==> src/rtl/imem_boot_arbiter_pkg.sv <==
// Shared types for the instruction-memory boot sequencer.
// Holds FSM state and read-grant encodings.
package imem_boot_arbiter_pkg;

  localparam int DEPTH_DEFAULT = 32;
  localparam int WORD_W        = 32;

  typedef enum logic {
    LOAD,
    RUN
  } state_e;

  typedef enum logic [1:0] {
    GNT_NONE,
    GNT_FETCH,
    GNT_DBG
  } gnt_e;

endpackage

==> src/rtl/imem_rd_arbiter.sv <==
// Fetch-over-debug read arbiter; a debug read deferred
// MAX_WAIT times in a row is forced through.
module imem_rd_arbiter
  import imem_boot_arbiter_pkg::*;
#(
  parameter int MAX_WAIT = 4
) (
  input  logic clk,
  input  logic rst_n,
  input  logic en,
  input  logic fetch_req,
  input  logic dbg_req,
  output gnt_e gnt
);

  localparam int CW = $clog2(MAX_WAIT + 1);

  logic [CW-1:0] cnt_q, cnt_d;
  logic          starved;
  logic          dbg_win;
  logic          fetch_win;

  always_comb begin
    starved   = (cnt_q == CW'(MAX_WAIT));
    dbg_win   = en && dbg_req && (starved || !fetch_req);
    fetch_win = en && fetch_req && !dbg_win;
    gnt       = GNT_NONE;
    cnt_d     = cnt_q;
    unique case (1'b1)
      dbg_win: begin
        gnt   = GNT_DBG;
        cnt_d = '0;
      end
      fetch_win: begin
        gnt = GNT_FETCH;
        if (dbg_req && !starved)
          cnt_d = cnt_q + 1'b1;
      end
      default: begin
        if (!en)
          cnt_d = '0;
      end
    endcase
  end

  always_ff @(posedge clk or negedge rst_n) begin
    if (!rst_n) cnt_q <= '0;
    else        cnt_q <= cnt_d;
  end

endmodule

==> src/rtl/imem_boot_arbiter.sv <==
// Boot loader / fetch / debug sequencer for the instruction memory.
// Option: IMEM_BOOT_ARBITER_CHECKSUM_EN adds load_csum.
module imem_boot_arbiter
  import imem_boot_arbiter_pkg::*;
#(
  parameter int DEPTH    = DEPTH_DEFAULT,
  parameter int AW       = $clog2(DEPTH),
  parameter int MAX_WAIT = 4
) (
  input  logic              clk,
  input  logic              reset,
  input  logic              ld_valid,
  output logic              ld_ready,
  input  logic [WORD_W-1:0] ld_data,
  input  logic              ld_last,
  input  logic [31:0]       PC,
  input  logic              fetch_req,
  output logic [WORD_W-1:0] instruction,
  output logic              stall,
  input  logic              dbg_req,
  input  logic [AW-1:0]     dbg_addr,
  output logic              dbg_ack,
  output logic [WORD_W-1:0] dbg_rdata,
  output logic [AW-1:0]     mem_addr,
  output logic              mem_we,
  output logic [WORD_W-1:0] mem_wdata,
  input  logic [WORD_W-1:0] mem_rdata,
  output logic              boot_done
`ifdef IMEM_BOOT_ARBITER_CHECKSUM_EN
  ,
  output logic [WORD_W-1:0] load_csum
`endif
);

  state_e            state_q, state_d;
  logic [AW-1:0]     ptr_q, ptr_d;
  logic              ld_ready_q, ld_ready_d;
  logic              stall_q, stall_d;
  logic              done_q, done_d;
  logic              ack_q, ack_d;
  logic              fvld_q, fvld_d;
  logic [WORD_W-1:0] instr_q, instr_d;
  logic [WORD_W-1:0] drd_q, drd_d;
  logic              accept;
  logic              load_end;
  gnt_e              gnt;
  logic              unused_pc;

  assign unused_pc = ^{PC[31:AW+2], PC[1:0]};

  imem_rd_arbiter #(
    .MAX_WAIT(MAX_WAIT)
  ) u_arb (
    .clk      (clk),
    .rst_n    (reset),
    .en       (state_q == RUN),
    .fetch_req(fetch_req),
    .dbg_req  (dbg_req),
    .gnt      (gnt)
  );

  assign ld_ready  = ld_ready_q;
  assign stall     = stall_q;
  assign boot_done = done_q;
  assign dbg_ack   = ack_q;

  // Read data arrives the cycle after the grant; hold it otherwise.
  assign instruction = fvld_q ? mem_rdata : instr_q;
  assign dbg_rdata   = ack_q  ? mem_rdata : drd_q;

  always_comb begin
    accept    = (state_q == LOAD) && ld_valid && ld_ready_q;
    load_end  = accept && (ld_last || ptr_q == AW'(DEPTH - 1));
    mem_we    = accept;
    mem_wdata = accept ? ld_data : '0;
    mem_addr  = ptr_q;
    if (state_q == RUN) begin
      unique case (gnt)
        GNT_FETCH: mem_addr = PC[AW+1:2];
        GNT_DBG:   mem_addr = dbg_addr;
        default:   mem_addr = '0;
      endcase
    end
  end

  always_comb begin
    state_d    = state_q;
    ptr_d      = ptr_q;
    ld_ready_d = ld_ready_q;
    stall_d    = stall_q;
    done_d     = done_q;
    ack_d      = 1'b0;
    fvld_d     = 1'b0;
    instr_d    = instruction;
    drd_d      = dbg_rdata;
    unique case (state_q)
      LOAD: begin
        ld_ready_d = 1'b1;
        stall_d    = 1'b1;
        if (accept)
          ptr_d = ptr_q + 1'b1;
        if (load_end) begin
          state_d    = RUN;
          ld_ready_d = 1'b0;
          done_d     = 1'b1;
        end
      end
      RUN: begin
        ld_ready_d = 1'b0;
        fvld_d     = (gnt == GNT_FETCH);
        ack_d      = (gnt == GNT_DBG);
        stall_d    = fetch_req && (gnt != GNT_FETCH);
      end
      default: ;
    endcase
  end

  always_ff @(posedge clk or negedge reset) begin
    if (!reset) begin
      state_q    <= LOAD;
      ptr_q      <= '0;
      ld_ready_q <= 1'b0;
      stall_q    <= 1'b1;
      done_q     <= 1'b0;
      ack_q      <= 1'b0;
      fvld_q     <= 1'b0;
      instr_q    <= '0;
      drd_q      <= '0;
    end else begin
      state_q    <= state_d;
      ptr_q      <= ptr_d;
      ld_ready_q <= ld_ready_d;
      stall_q    <= stall_d;
      done_q     <= done_d;
      ack_q      <= ack_d;
      fvld_q     <= fvld_d;
      instr_q    <= instr_d;
      drd_q      <= drd_d;
    end
  end

`ifdef IMEM_BOOT_ARBITER_CHECKSUM_EN
  logic [WORD_W-1:0] csum_q, csum_d;

  assign load_csum = csum_q;

  always_comb begin
    csum_d = csum_q;
    if (accept)
      csum_d = csum_q + ld_data;
  end

  always_ff @(posedge clk or negedge reset) begin
    if (!reset) csum_q <= '0;
    else        csum_q <= csum_d;
  end
`endif

endmodule

==> config.mk <==
export PLATFORM = sky130hd
export DESIGN_NAME = imem_boot_arbiter
export DESIGN_NICKNAME = d
export VERILOG_FILES = /design/src/rtl/imem_boot_arbiter_pkg.sv /design/src/rtl/imem_rd_arbiter.sv /design/src/rtl/imem_boot_arbiter.sv
export SDC_FILE = /design/constraint.sdc
export NUM_CORES = 1
export LEC_CHECK = 0
export BUFFER_PORTS_ARGS = -buffer_cell sky130_fd_sc_hd__buf_2
export CAP_MARGIN = 25
export CORE_MARGIN = 3
export CORE_UTILIZATION = 39
export DETAILED_ROUTE_END_ITERATION = 10
export HOLD_SLACK_MARGIN = 0.12
export PLACE_DENSITY = 0.8
export SETUP_SLACK_MARGIN = 0.02
export SYNTH_ARGS = -nofsm -noshare
export SYNTH_HDL_FRONTEND = slang
export SYNTH_HIERARCHICAL = 1
export SYNTH_SLANG_ARGS = --single-unit
==> constraint.sdc <==
create_clock -name clk -period 1.89 [get_ports clk]
set_input_delay 0.378 -clock clk [delete_from_list [all_inputs] [get_ports clk]]
set_output_delay 0.378 -clock clk [all_outputs]
set_load 0.02 [all_outputs]
Word level (Yosys, flattened, before mapping). Index checks and enable logic that the tools add are counted.

Order comparisons: 0. Reduce and logical (&&, ||, !) cells: 17. Muxes and demuxes: 16. Equality and inequality tests: 7. Multipliers: 0. Div/mod/pow operators: 0. Shifts and indexed selects: 0. Bitwise operators: 1. Add/sub/neg operators: 2.

Operator list (number): two-way mux 32 bit (3); one-hot mux 5 bit (2 select lines) (1); logical AND 1 bit (9); two-way mux 3 bit (2); one-hot mux 3 bit (2 select lines) (1); AND reduction 2 bit (3); adder 5 x 1 -> 5 bit (second input constant) (1); == test 5 bit (second input constant) (1); two-way mux 1 bit (5); two-way mux 5 bit (1); one-hot mux 1 bit (2 select lines) (2); one-hot mux 2 bit (2 select lines) (1); adder 3 x 1 -> 3 bit (second input constant) (1); == test 3 bit (second input constant) (1); logical NOT 1 bit (3); inequality test 3 x 1 -> 1 bit (second input constant) (1); == test 2 x 1 -> 1 bit (second input constant) (1); == test 2 bit (second input constant) (1); logical OR 1 bit (2); inequality test 2 x 1 -> 1 bit (second input constant) (1); inequality test 2 bit (second input constant) (1); NOT 1 bit (1).

Memories kept: 0. Memory bits (read-only): 0. Output and inout port bits: 106. Register bits after elaboration: 78. Bits in latches: 0. Input port bits: 107. Bits in writable memories: 0.

Longest topological paths before layout.
Word-level depth: 9. Gate-level depth with buffers: 8. Depth with buffers taken out: 8.

By module. Netlist, hierarchy kept.

Modules (own cells, without submodules): imem_boot_arbiter (area each 3183.1 µm², instances 1, cells an instance 226); imem_rd_arbiter (area each 210.2 µm², instances 1, cells an instance 22).

Worst setup path after synthesis. OpenSTA, ideal clock, no wires.

Path type: reg2out. Start: reg u_arb.cnt_q[0]. End: out mem_addr[0]. Buffers on the path: 0. Data arrival time: 1748 ps. Slack: -236 ps. Cell stages (with the launch flop): 8. Cells stage by stage: dfrtp_1 -> inv_1 -> ha_1 -> a31oi_2 -> inv_1 -> ha_1 -> nand2b_1 -> o22ai_1.

Word-level cells in the longest chain between the ends: 9.

Ends and longest elaborated chain: from (decl) (line imem_rd_arbiter.sv:18) `logic [CW-1:0] cnt_q, cnt_d;`; from (signal assigned) (line imem_rd_arbiter.sv:48) `else cnt_q <= cnt_d;`; == test 3 bit * (line imem_rd_arbiter.sv:24) `starved = (cnt_q == CW'(MAX_WAIT));`; logical OR 1 bit * (line imem_rd_arbiter.sv:25) `dbg_win = en && dbg_req && (starved || !fetch_req);`; logical AND 1 bit * (line imem_rd_arbiter.sv:25); logical NOT 1 bit (line imem_rd_arbiter.sv:26) `fetch_win = en && fetch_req && !dbg_win;`; logical AND 1 bit (line imem_rd_arbiter.sv:26); one-hot mux 2 bit (2 select lines) * (line imem_rd_arbiter.sv:29) `unique case (1'b1)`; via gnt[0] (line imem_boot_arbiter.sv:46) `gnt_e gnt;`; == test 2 bit / == test 2 x 1 -> 1 bit (equally long branches) (line imem_boot_arbiter.sv:78) `unique case (gnt)`; one-hot mux 5 bit (2 select lines) * (line imem_boot_arbiter.sv:78); two-way mux 5 bit * (line imem_boot_arbiter.sv:77) `if (state_q == RUN) begin`; to (decl) (line imem_boot_arbiter.sv:24) `output logic [AW-1:0] mem_addr,`.

The timed path passes the listed nets; every way through them passes the cells marked *.

Worst setup path in the final report.
Start: reg u_arb.cnt_q[1]. End: out mem_addr[0].

Same word-level chain as after synthesis.

==> results_dict.tcl <==
set metrics [dict create \
    worstSetupStartpoint "u_arb/cnt_q[1]" \
    power.density_nw_per_um2 1744 \
    synth_top_area_cell "dfrtp_1" \
    synth_cell_types 31 \
    seqCellArea_um2 1956 \
    h-tree-depth 3 \
    numCtsBuffers 9 \
    tightest_slew_ps 439.9 \
    min_path_cells 2 \
    drive_above_1_share 0.7697 \
    dpl.hpwl_mm 6.213 \
    final.setup.tns_ps -11210 \
    yosys-top-cells-area "dfrtp_1 57%, mux2_2 20%, and2_1 6.3%" \
    status "complete, but fails checks" \
    synth_top_area_share 0.5678 \
    peakVddDrop_v 0.0007766 \
    antenna_found_initial 0 \
    rrSetupSlack_ps 150 \
    gp_congestion 0.7604 \
    synth_top_family_by_area "multiplexers" \
    grt_max_degree 47 \
    grt_pass1_wl_mm 14.88 \
    crit_required_ps 1510 \
    nFillCells 501 \
    synth.area.mux_share 0.2124 \
    failed_checks "negative setup slack" \
    ys_seq_area_frac 0.5756 \
    dr_total_vias 2943 \
    synth_warnings 6 \
    clockBufferDepth 2 \
    drt_wl_total_mm 11.86 \
    grt_pass1_vias 3072 \
    timing.final.max_slew_violations 0 \
    crit_fanout 6 \
    worst_slack_ps -515.2 \
    vias_per_cell 5.014 \
    drc_errors 0 \
    initial_core_util 0.4068 \
    finalSetupViolations 53 \
    synth_compound_area_frac 0.04130 \
    row_count 33 \
    fmax_mhz 415.8 \
    cts_tree "done" \
    die_width_um 99.28 \
    worstSetupPathType "flip-flop to output pin" \
    worstRegToRegCells 6 \
    portBuffers 185 \
    coreArea_um2 8341 \
    syn2layout_area_growth_pct 83.11 \
    hold_class "input port to flip-flop" \
    synth_fa_ha_area_frac 0.02212 \
    grt_setup_unrepaired "true" \
    syn_area_um2 3393 \
    clock_skew_ps 8.299 \
    synth_seq_cells 78 \
    finalHoldViolations 0 \
    finalCriticalPeriod_ps 2405 \
    pre_cts_slack_ps -175.3 \
    nNetsFinal 591 \
    ctsRootBufferMaster "clkbuf_8" \
    synth-simple-area-share 0.09919 \
    ios 213 \
    multiInputGateArea_um2 1748 \
    drt-pass1-iter-count 4 \
    antennaDiodeCount 0 \
    clock_latency_ps 330 \
    post-route-period-util 1.273 \
    end_kind "output pin" \
    syn_inst 248 \
    worstSetupStartpointType "flip-flop" \
    dieArea_um2 9856 \
    max-slew-margin-rel 0.7067 \
    crit_end "mem_addr[0]" \
    crit_arrival_ps 2030 \
    synth_nets 361 \
    wire_per_inst_um 20.20 \
    leakage_uw 0.003058 \
    overflow 0 \
    drtIter0Drc 49 \
    dieHeight_um 99.28 \
    reg2reg_from "state_q" \
    clk_pin_slew_worst_paths_ps 90 \
    r2r_end "ptr_q[3]" \
    clock-sinks 78 \
    final_antenna_net_count 0 \
    grt_usage 0.1910 \
    avgSynthCellArea_um2 13.68 \
    cap_violations 0 \
    synthXorXnorAreaFrac 0.009956 \
]
## placed cells by master (no fill, tap or decap), types with 4 or more instances in the layout
cell and count:
buf_6 92, mux2_4 51, buf_2 95, dfrtp_1 75, and2_4 32, o21ai_0 4
buf_12 5, inv_1 7, nand2_1 6, o22ai_4 5, clkbuf_8 10, buf_4 29
mux2_2 13, clkbuf_16 8, a22oi_2 5
## registers in the layout (all words and copies together) (netlist names)
| name | cells |
|---|---|
| boot_done | 1 |
| dbg_ack | 1 |
| drd_q | 32 |
| fvld_q | 1 |
| instr_q | 32 |
| ld_ready | 1 |
| ptr_q | 5 |
| stall | 1 |
| state_q | 1 |
| u_arb/cnt_q | 3 |
## how the worst min path moves through the flow
stage	from	end	slack [ps]
after floorplan	reset	boot_done	80
after global placement	reset	instr_q[15]	340
after detailed placement	reset	instr_q[15]	350
after CTS	mem_rdata[15]	drd_q[15]	280
after global routing	mem_rdata[11]	instr_q[11]	290
final	mem_rdata[15]	drd_q[15]	300
## synth_stat cells
master / number
dfrtp_1: 77
mux2_2: 60
and2_1: 34
inv_1: 10
buf_4: 7
nand2_1: 7
ha_1: 6
a22oi_1: 5
o22ai_1: 5
mux2_1: 4
o21ai_0: 4
clkbuf_1: 3
nand2b_1: 3
a22o_1: 2
buf_6: 2
clkbuf_2: 2
or2_1: 2
xnor2_1: 2
a21oi_1: 1
a31oi_2: 1
and3_1: 1
and3b_1: 1
dfstp_2: 1
nand4_1: 1
nand4_4: 1
nor2_1: 1
nor2b_1: 1
nor2b_4: 1
o21a_1: 1
o21ai_2: 1
xnor2_2: 1
## layer usage
layer | up-vias | global-route usage | share of wire
li1 | 1302 | - | -
met1 | 1473 | 0.2151 | 0.37
met2 | 146 | 0.3538 | 0.55
met3 | 22 | 0.04698 | 0.062
met4 | 0 | 0.05882 | 0.021
met5 | - | 0 | 0
## power by group
group,total (µW),switching (µW),internal (µW)
registers,2860,373,2490
logic,6440,3000,3440
clock network,1530,617,912
total,10800,3990,6840
## critical path, stage by stage (launching register included)
cell and delay, ps:
dfrtp_1 400, inv_2 80, ha_4 170, nand2_4 60, a21oi_4 180, inv_2 70
ha_4 200, a22oi_2 270, o22ai_4 110, buf_6 140
## logic make-up after synthesis
kind of cell / Yosys count
buf+inv: 24
fa+ha+maj: 6
flops: 78
compound gates: 20
xor+xnor: 3
simple gates: 53
mux: 64
## cell type report
cell class | instances | area share
Timing Repair Buffer | 233 | 0.3375
Sequential cell | 78 | 0.3147
Multi-Input combinational cell | 146 | 0.2813
Clock buffer | 10 | 0.02215
Tap cell | 105 | 0.02114
Clock inverter | 5 | 0.01712
Inverter | 10 | 0.006041
## per-stage QoR
stage,cells,power [µW],hold slack (ps),area (µm²),utilization
floorplan,248,5694,82.41,3506,-
global placement,539,6860,336.7,4632,0.5554
detailed placement,539,7019,347.1,4632,0.5554
CTS,561,9127,276.0,5344,0.6407
global route,587,11290,290.6,6213,0.7450
finish,587,10840,299.6,6213,0.7450
## what timing repair did
item                       CTS  global route
resized for setup          115           174
pin swaps                    9            33
setup endpoints to repair   67           102
hold endpoints to repair    32             0
buffers inserted             3            20
hold buffers                 1             0
cloned                       3             8
No activity file was read; power rests on OpenSTA's default activity.
